--- src/rtl/mem_wb_stage.sv ---
// MEM/WB pipeline register and writeback stage.
// Drives the register file write port and counts retired instructions.
module mem_wb_stage #(
  parameter int DATA_W = 32,
  parameter int CNT_W  = 32
) (
  input  logic              clk,
  input  logic              reset,
  input  logic              stall,
  input  logic              flush,
  input  logic              in_valid,
  input  logic              in_reg_write,
  input  logic [1:0]        in_wb_sel,
  input  logic [2:0]        in_load_type,
  input  logic [4:0]        in_write_reg,
  input  logic [DATA_W-1:0] in_alu_result,
  input  logic [DATA_W-1:0] in_mem_data,
  input  logic [DATA_W-1:0] in_pc,
  output logic              RegWrite,
  output logic [4:0]        WriteReg,
  output logic [DATA_W-1:0] WriteData,
  output logic              wb_valid,
  output logic              load_misaligned,
  output logic [CNT_W-1:0]  instret
);

  localparam logic [1:0] SEL_LOAD = 2'd1;
  localparam logic [1:0] SEL_LINK = 2'd2;

  localparam logic [2:0] LT_LH  = 3'd1;
  localparam logic [2:0] LT_LHU = 3'd2;
  localparam logic [2:0] LT_LB  = 3'd3;
  localparam logic [2:0] LT_LBU = 3'd4;

  logic              valid;
  logic              regWr;
  logic [1:0]        wbSel;
  logic [2:0]        loadType;
  logic [4:0]        wrReg;
  logic [DATA_W-1:0] aluRes;
  logic [DATA_W-1:0] memData;
  logic [DATA_W-1:0] pc;

  // Halfword loads need even offsets, words need offset 0, bytes never fault.
  function automatic logic misal(
    input logic [2:0] lt,
    input logic [1:0] off
  );
    logic m;
    m = 1'b0;
    case (lt)
      LT_LH, LT_LHU: m = off[0];
      LT_LB, LT_LBU: m = 1'b0;
      default:       m = (off != 2'd0);
    endcase
    return m;
  endfunction

  logic inMisal;
  logic accept;

  assign inMisal = (in_wb_sel == SEL_LOAD)
                 & misal(in_load_type, in_alu_result[1:0]);
  assign accept  = in_valid & ~inMisal & ~flush & ~stall;

  // Stage register: reset, then flush bubble, then stall hold, else capture.
  always_ff @(posedge clk) begin
    if (reset) begin
      valid    <= 1'b0;
      regWr    <= 1'b0;
      wbSel    <= '0;
      loadType <= '0;
      wrReg    <= '0;
      aluRes   <= '0;
      memData  <= '0;
      pc       <= '0;
    end else if (flush) begin
      valid    <= 1'b0;
      regWr    <= 1'b0;
    end else if (!stall) begin
      valid    <= in_valid;
      regWr    <= in_reg_write;
      wbSel    <= in_wb_sel;
      loadType <= in_load_type;
      wrReg    <= in_write_reg;
      aluRes   <= in_alu_result;
      memData  <= in_mem_data;
      pc       <= in_pc;
    end
  end

  // Retired-instruction counter, bumps on every accepted non-faulting entry.
  always_ff @(posedge clk) begin
    if (reset) begin
      instret <= '0;
    end else if (accept) begin
      instret <= instret + 1'b1;
    end
  end

  logic [1:0]        off;
  logic [4:0]        byteShift;
  logic [DATA_W-1:0] shifted;
  logic [7:0]        selByte;
  logic [15:0]       selHalf;
  logic [DATA_W-1:0] loadData;

  assign off       = aluRes[1:0];
  assign byteShift = {~off, 3'b000};
  assign shifted   = memData >> byteShift;
  assign selByte   = shifted[7:0];
  assign selHalf   = off[1] ? memData[15:0] : memData[31:16];

  // Big-endian lane select with sign or zero extension.
  always_comb begin
    loadData = memData;
    case (loadType)
      LT_LH:   loadData = {{16{selHalf[15]}}, selHalf};
      LT_LHU:  loadData = {16'h0, selHalf};
      LT_LB:   loadData = {{24{selByte[7]}}, selByte};
      LT_LBU:  loadData = {24'h0, selByte};
      default: loadData = memData;
    endcase
  end

  // Writeback source mux; reserved select falls back to the ALU result.
  always_comb begin
    WriteData = aluRes;
    case (wbSel)
      SEL_LOAD: WriteData = loadData;
      SEL_LINK: WriteData = pc + 32'd8;
      default:  WriteData = aluRes;
    endcase
  end

  assign load_misaligned = valid & (wbSel == SEL_LOAD) & misal(loadType, off);
  assign wb_valid        = valid & ~load_misaligned;
  assign RegWrite        = wb_valid & regWr & (wrReg != 5'd0);
  assign WriteReg        = wrReg;

endmodule

--- config.mk ---
export PLATFORM = sky130hd
export DESIGN_NAME = mem_wb_stage
export DESIGN_NICKNAME = d
export VERILOG_FILES = /design/src/rtl/mem_wb_stage.sv
export SDC_FILE = /design/constraint.sdc
export NUM_CORES = 1
export LEC_CHECK = 0
export CORE_MARGIN = 2
export CORE_UTILIZATION = 25
export DETAILED_ROUTE_END_ITERATION = 7
export GPL_TIMING_DRIVEN = 0
export PLACE_DENSITY = 0.51
export SLEW_MARGIN = 5
export SYNTH_ARGS = -nofsm -noshare
export SYNTH_HDL_FRONTEND = slang
export SYNTH_SLANG_ARGS = --single-unit
--- constraint.sdc ---
create_clock -name clk -period 2.39 [get_ports clk]
set_clock_uncertainty 0.15 [all_clocks]
set_input_delay 0.3585 -clock clk [delete_from_list [all_inputs] [get_ports clk]]
set_output_delay 0.3585 -clock clk [all_outputs]
set_load 0.05 [all_outputs]
### Word level (Yosys, flattened, before mapping)

Index checks and enable logic that the tools add are counted.

| cells by class | value |
|---|---|
| add/subtract/negate cells | 2 |
| $mul | 0 |
| div/mod/pow operators | 0 |
| magnitude comparators | 0 |
| equal/unequal tests | 11 |
| shift operators | 1 |
| muxes and demuxes | 5 |
| bitwise gates (word level) | 14 |
| reductions and logical operators | 9 |

Operators by type and width:

| operator | count |
|---|---|
| $pmux W32 S4 | 1 |
| $pmux W32 S2 | 1 |
| $add A32 B1 Y32 const B | 1 |
| $add A32 B4 Y32 const B | 1 |
| $shr A32 B5 Y8 | 1 |
| $mux W16 | 1 |
| $eq A3 B2 Y1 const B | 4 |
| $reduce_or A2 Y1 | 5 |
| $and A1 B1 Y1 | 9 |
| $eq A3 B1 Y1 const B | 2 |
| $eq A3 B3 Y1 const B | 2 |
| $reduce_bool A5 Y1 | 1 |
| $eq A2 B1 Y1 const B | 2 |
| $not A1 Y1 | 4 |
| $pmux W1 S2 | 2 |
| $reduce_bool A2 Y1 | 2 |
| $eq A2 B2 Y1 const B | 1 |
| $not A2 Y2 | 1 |
| $reduce_and A2 Y1 | 1 |

| word-level totals | value |
|---|---|
| register bits after elaboration | 140 |
| latch bits | 0 |
| bits in writable memories | 0 |
| memory bits (read-only) | 0 |
| input bits | 112 |
| output and inout port bits | 72 |
| logic and storage cells | 51 |
| memories kept | 0 |

### Logic depth before layout (Yosys ltp)

Gate-level depths: netlist of run 1.

| depth | value |
|---|---|
| depth in word-level cells | 8 |
| mapped depth | 7 |
| depth with buffers taken out | 6 |

### Worst setup path before layout of run 1

Ideal clock, no wire load.

| path | value |
|---|---|
| path type | register to output |
| from | register wbSel[0] |
| to | output port WriteData[10] |
| arrival | 2.530 ns |
| data required time | 1.882 ns |
| path slack | -0.649 ns |
| stages on the path, launching flop included | 7 |
| path buffers | 1 |
| cells stage by stage | dfxtp_1 inv_1 ha_1 nor2b_1 clkbuf_1 o211ai_1 o31ai_1 |

| on the way | value |
|---|---|
| word-level cells in the longest chain between the ends | 2 |
| elaborated cells between the ends (all ways) | 3 |
| those cells by class | 2 x eq/ne; 1 x mux |

Ends and longest elaborated chain:

| item | RTL line | text |
|---|---|---|
| start: declaration | 37 | `logic [1:0] wbSel;` |
| start signal: assignment | 83 | `wbSel <= in_wb_sel;` |
| $eq A2 B2 Y1 / $eq A2 B1 Y1 (equally long branches) | 129 | `case (wbSel)` |
| $pmux W32 S2 * | 129 |  |
| end: declaration | 21 | `output logic [DATA_W-1:0] WriteData,` |

Mark *: on every way between the ends. The rest lies on a longest branch, timed or not.

### Worst setup path after layout of run 1

| path | value |
|---|---|
| from | register loadType[0] |
| to | output port WriteData[6] |

| on the way | value |
|---|---|
| word-level cells in the longest chain between the ends | 3 |
| elaborated cells between the ends (all ways) | 6 |
| those cells by class | 4 x eq/ne; 2 x mux |

Ends and longest elaborated chain:

| item | RTL line | text |
|---|---|---|
| start: declaration | 38 | `logic [2:0] loadType;` |
| start signal: assignment | 84 | `loadType <= in_load_type;` |
| $eq A3 B3 Y1 (tied with other cells) | 117 | `case (loadType)` |
| $pmux W32 S4 * | 117 |  |
| $pmux W32 S2 * | 129 |  |

Marks and branches as above.

==> impl_metrics.json, run 1 <==
{
  "synth_edf_count": 0,
  "coreArea_um2": 27900,
  "setup_tns_ns": -9.75,
  "rsz0062_at_grt": "yes",
  "area_delta_synth_final_pct": 68.0,
  "yosys.area.top_type_share_pct": 39.5,
  "ys_warn_count": 0,
  "ys_top_cells_by_count": "nand2_1, dfxtp_1, a21oi_1",
  "synth.area.top_cells": "dfxtp_1, nand2_1, a21oi_1, xor2_1, o21ai_0",
  "rows": 61,
  "yosysUniqueCellTypes": 64,
  "die_x_um": 172,
  "antenna_found_initial": 1,
  "syn-mean-instance-area_um2": 7.53,
  "cp.required_ns": 1.88,
  "stdcell_count": 1590,
  "synth_flop_cell": "dfxtp_1",
  "path_class": "reg -> out",
  "cts_buffers": 17,
  "wl_per_cell_um": 18.3,
  "postLayoutSetupSlackWorst_ns": -0.444,
  "hold_start": "aluRes[13]$_SDFFE_PP0P_",
  "seq_area_um2": 2890,
  "clock_latency_ns": 0.43,
  "final_antenna_net_count": 0,
  "maxSlewHeadroom_pct": 41.9,
  "slew_viol_final": 0,
  "cp.arrival_ns": 2.33,
  "finalPower_mw": 6.46,
  "clockBufferDepth": 2,
  "yosysSeqAreaShare_pct": 39.5,
  "pin_count": 184,
  "start_util_pct": 25.5,
  "grt_pass1_wl_um": 43600,
  "finalCriticalPeriod_ns": 2.83,
  "power_density_nw_per_um2": 542,
  "syn_nets": 1058,
  "clkSinkCount": 140,
  "regToRegStartpoint": "instret[9]$_SDFFE_PP0P_",
  "cts_tree": "yes",
  "worst-slew-pin-transition_ns": 0.871,
  "fill_cells": 2729,
  "final_hold_viol_count": 0,
  "synth_cells": 942,
  "dpl.hpwl_um": 21300,
  "fmax_mhz": 353,
  "grt_max_degree": 17,
  "synth_top_cell_by_area": "dfxtp_1",
  "wirelength_um": 29100,
  "yosys.cell_count.top_type": "nand2_1",
  "path_max_fanout": 6,
  "drt_iter0_markers": 528,
  "drv_cap": 0,
  "ys_seq_elements": 140,
  "post-route-period-util_pct": 119,
  "multiInputGateArea_um2": 5080,
  "violations": "setup timing",
  "clockRootBuffer": "clkbuf_16",
  "p_leak_nw": 4.14,
  "path_clk_slew_ns": 0.06,
  "synth_area_um2": 7090,
  "cts-htree-levels": 4,
  "dieArea_um2": 29700,
  "async_flop_share_pct": 0,
  "gr-total-overflow": 0,
  "grt_pass1_vias": 7513,
  "ir_worst_vdd_mv": 0.431,
  "route.detailed.drc": 0,
  "io_buffers": 182,
  "status": "finished with violations",
  "min_path_type": "reg -> reg",
  "nNetsFinal": 1314,
  "dp_cells": 1502,
  "final_util_pct": 42.8,
  "gp_congestion": 0.882,
  "drive_above_1_share_pct": 26.6,
  "die_y_um": 172,
  "end_kind": "output port",
  "grt.total_usage_pct": 19.4,
  "critPathLaunchType": "flip-flop",
  "finalSetupViolations": 35,
  "viasPerCell": 4.88,
  "startpoint": "loadType[0]$_SDFFE_PP0P_",
  "cts_hold_buf": 0,
  "dr.pass1.iters": 5,
  "via_count": 7758
}
[sequential cells by signal, indices dropped and copies added, names as in the netlist]
name      cells
WriteReg      5
aluRes       32
instret      32
loadType      3
memData      32
pc           32
regWr         1
valid         1
wbSel         2
[stage by stage]
stage,cell area (um2),hold WS (ns),worst slack [ns]
after floorplan,7200,0.282,-0.308
after global placement,9490,0.294,-1.36
after detailed placement,9490,0.295,-1.28
after CTS,11400,0.303,-0.448
after global routing,11900,0.326,-0.474
final,11900,0.305,-0.444
[where the power goes]
part | internal, mW | total, mW | switching, mW
clock network | 1.58 | 2.76 | 1.18
registers | 2.41 | 2.51 | 0.102
logic | 0.526 | 1.19 | 0.662
[timing repair]
item | in CTS | in global routing
gates resized for setup | 468 | 73
setup endpoints to repair | 81 | 70
buffers inserted | 36 | 26
pin swaps | 36 | 48
cloned | 2 | 0
[path summary, 6_finish.rpt]
kind	to	slack [ns]	depth (start not counted)
setup / recovery	WriteData[6]	-0.44	6
setup reg to reg	instret[25]$_SDFFE_PP0P_	0.20	6
hold / removal	aluRes[13]$_SDFFE_PP0P_	0.30	2
hold reg to reg	aluRes[13]$_SDFFE_PP0P_	0.30	2
[layer usage]
metal	global-route usage (%)	wire, um
met5	0	0
met4	6.39	805
met3	2.40	1250
met2	31.8	13900
met1	26.4	13100
[placed cells by master (no fill, tap or decap), drive strengths merged, types with 5 or more instances in the layout]
master	netlist	routed
a21oi	138	138
a221oi	6	6
and2	5	5
and3	8	8
buf	17	110
clkbuf	48	61
clkdlybuf4s50	0	146
dfxtp	140	140
inv	9	17
mux2i	17	17
nand2	257	257
nand3	25	25
nand4	17	17
nor2	48	48
nor2b	6	6
nor3	9	9
nor4	6	6
o2111ai	5	5
o211ai	6	6
o21ai	38	38
o221ai	17	17
o31ai	7	7
or3	20	20
xnor2	9	9
xor2	28	28
[cells by family (layout without fill, tap and decap cells)]
family	Yosys count	after routing	share of synthesized area, %
buffers and inverters	74	342	4.14
other	0	1	0
muxes	19	19	2.87
xor gates and xnor gates	37	37	4.57
AOI/OAI and AO/OA	247	247	21.3
DFF	140	140	39.5
adders and majority gates	4	4	0.705
and+or+nand+nor	421	422	26.9
[worst max-delay path: stages (launching register included)]
cell       delay [ns]
dfxtp_4          0.36
or3b_4           0.47
a2bb2oi_2        0.17
mux2_2           0.31
o211ai_1         0.33
a21oi_4          0.09
buf_6            0.17
[area by class of cell]
| class | count | share of cell area (%) |
|---|---|---|
| repair buffers | 244 | 20.7 |
| clock inverters | 15 | 1.49 |
| plain buffers | 57 | 3.14 |
| diodes | 1 | 0.0210 |
| well taps | 378 | 3.97 |
| clock buffers | 17 | 3.57 |
| multi-input cells | 729 | 42.6 |
| inverters | 9 | 0.304 |
| flip-flops and latches | 140 | 24.2 |
Power figures use the tool's default switching activity.
==> run 2: changes to the inputs <==
--- a/config.mk
+++ b/config.mk
@@ -8,7 +8,6 @@
 export CORE_MARGIN = 2
 export CORE_UTILIZATION = 25
 export DETAILED_ROUTE_END_ITERATION = 7
-export GPL_TIMING_DRIVEN = 0
 export PLACE_DENSITY = 0.51
 export SLEW_MARGIN = 5
 export SYNTH_ARGS = -nofsm -noshare
==> impl_metrics.json, run 2 (same netlist as run 1, synthesis figures left out) <==
{
  "cp_cell_sequence": "or3b_4 > buf_6 > a2bb2oi_2 > mux2_4 > o211ai_1 > a21oi_4 > buf_8",
  "cp.arrival_ns": 2.31,
  "fill_cells": 2747,
  "dp_cells": 1552,
  "gr-total-overflow": 0,
  "clockRootBuffer": "clkbuf_16",
  "maxSlewHeadroom_pct": 65.6,
  "dieArea_um2": 29700,
  "nNetsFinal": 1336,
  "power_density_nw_per_um2": 523,
  "wirelength_um": 27800,
  "startpoint": "loadType[0]$_SDFFE_PP0P_",
  "rows": 61,
  "io_buffers": 183,
  "dr.pass1.iters": 6,
  "grt_pass1_wl_um": 42200,
  "via_count": 7881,
  "route.detailed.drc": 0,
  "whs_ns": 0.196,
  "path_clk_slew_ns": 0.06,
  "cpMaxStageDelayCell": "or3b_4",
  "antenna_found_initial": 0,
  "clock_latency_ns": 0.43,
  "cpPeakStageDelay_ns": 0.43,
  "start_util_pct": 25.5,
  "drv_cap": 0,
  "stdcell_count": 1611,
  "cp.required_ns": 1.88,
  "min_path_type": "in -> reg",
  "final_common_cell": "nand2_1",
  "dpl.hpwl_um": 20000,
  "die_y_um": 172,
  "dp_slack_ns": -0.269,
  "area_delta_synth_final_pct": 73.5,
  "clkSinkCount": 140,
  "cts-htree-levels": 4,
  "antenna-diode-count": 0,
  "cts_buffers": 17,
  "critPathLaunchType": "flip-flop",
  "final_antenna_net_count": 0,
  "coreArea_um2": 27900,
  "clockBufferDepth": 2,
  "finalCriticalPeriod_ns": 2.82,
  "layout_common_cells": "nand2_1, clkdlybuf4s50_1, a21oi_1",
  "cts_tree": "yes",
  "final_util_pct": 44.2,
  "pin_count": 184,
  "multiInputGateArea_um2": 4890,
  "path_max_fanout": 3,
  "path_class": "reg -> out",
  "wl_per_cell_um": 17.3,
  "viasPerCell": 4.89,
  "hold_start": "reset",
  "grt.total_usage_pct": 18.6,
  "cts_hold_buf": 0,
  "rsz0062_at_grt": "yes",
  "final_hold_viol_count": 0,
  "p_leak_nw": 4.40,
  "seq_area_um2": 2830,
  "finalSetupViolations": 35,
  "worst-slew-pin-transition_ns": 0.515,
  "violations": "setup timing",
  "status": "finished with violations",
  "regToRegStartpoint": "instret[13]$_SDFFE_PP0P_",
  "postLayoutSetupSlackWorst_ns": -0.428,
  "post-route-period-util_pct": 118,
  "ir_worst_vdd_mv": 0.329,
  "min_path_cells": 2,
  "grt_max_degree": 107,
  "die_x_um": 172,
  "drive_above_1_share_pct": 28.1,
  "reg2reg_depth": 5,
  "drt_iter0_markers": 516,
  "slew_viol_final": 0,
  "gp_congestion": 0.879,
  "end_kind": "output port",
  "grt_pass1_vias": 7566,
  "fmax_mhz": 355
}
==> run 2: worst paths after layout <==
path / to / slack [ns]
worst min register to register: pc[1]$_SDFFE_PP0P_ / 0.30
worst max-delay path: WriteData[6] / -0.43
worst max register to register: instret[31]$_SDFFE_PP0P_ / 0.16
worst min-delay path: instret[3]$_SDFFE_PP0P_ / 0.20
==> run 2: what timing repair did <==
item                       4_1_cts  5_1_grt
setup buffers                   20       11
setup endpoints to repair       35       36
gates cloned                     4        0
pin swaps                       52       36
resized for setup              158       45
==> run 2: through the flow <==
step	cell area [um2]	power [mW]	setup TNS, ns
after floorplan	7200	3.03	-4.01
after global placement	10500	3.63	-6.53
after detailed placement	10500	3.63	-7.41
after CTS	12000	6.47	-10.85
after global routing	12300	6.70	-13.82
final	12300	6.44	-11.33
==> run 2: layer usage <==
| layer | part of all wire (%) | GRT usage, % |
|---|---|---|
| met1 | 44 | 24.5 |
| met2 | 49 | 31.1 |
| met3 | 5.1 | 3.57 |
| met4 | 1.5 | 5.04 |
| met5 | 0 | 0 |
==> run 2: final cells by class <==
cell class / count / area share (%)
timing repair buffer: 324 / 28.4
inverter: 9 / 0.315
multi-input combinational: 728 / 39.7
sequential: 140 / 23.0
clock buffer: 18 / 3.57
clock inverter: 14 / 1.17
tap: 378 / 3.84
==> run 2: worst max-delay path: cells and delay by family, from the launching register on <==
family	cells	cell delay, ns
and+or+nand+nor	1	0.43
muxes	1	0.31
buffers and inverters	2	0.30
AOI/OAI and AO/OA	3	0.51
DFF	1	0.34
==> run 2: where the power goes <==
group	internal, mW	leakage (nW)	total, mW	switching [mW]
clock network	1.50	0.288	2.67	1.17
registers	2.42	1.15	2.50	0.0807
logic	0.607	2.96	1.27	0.662
total	4.53	4.40	6.44	1.91
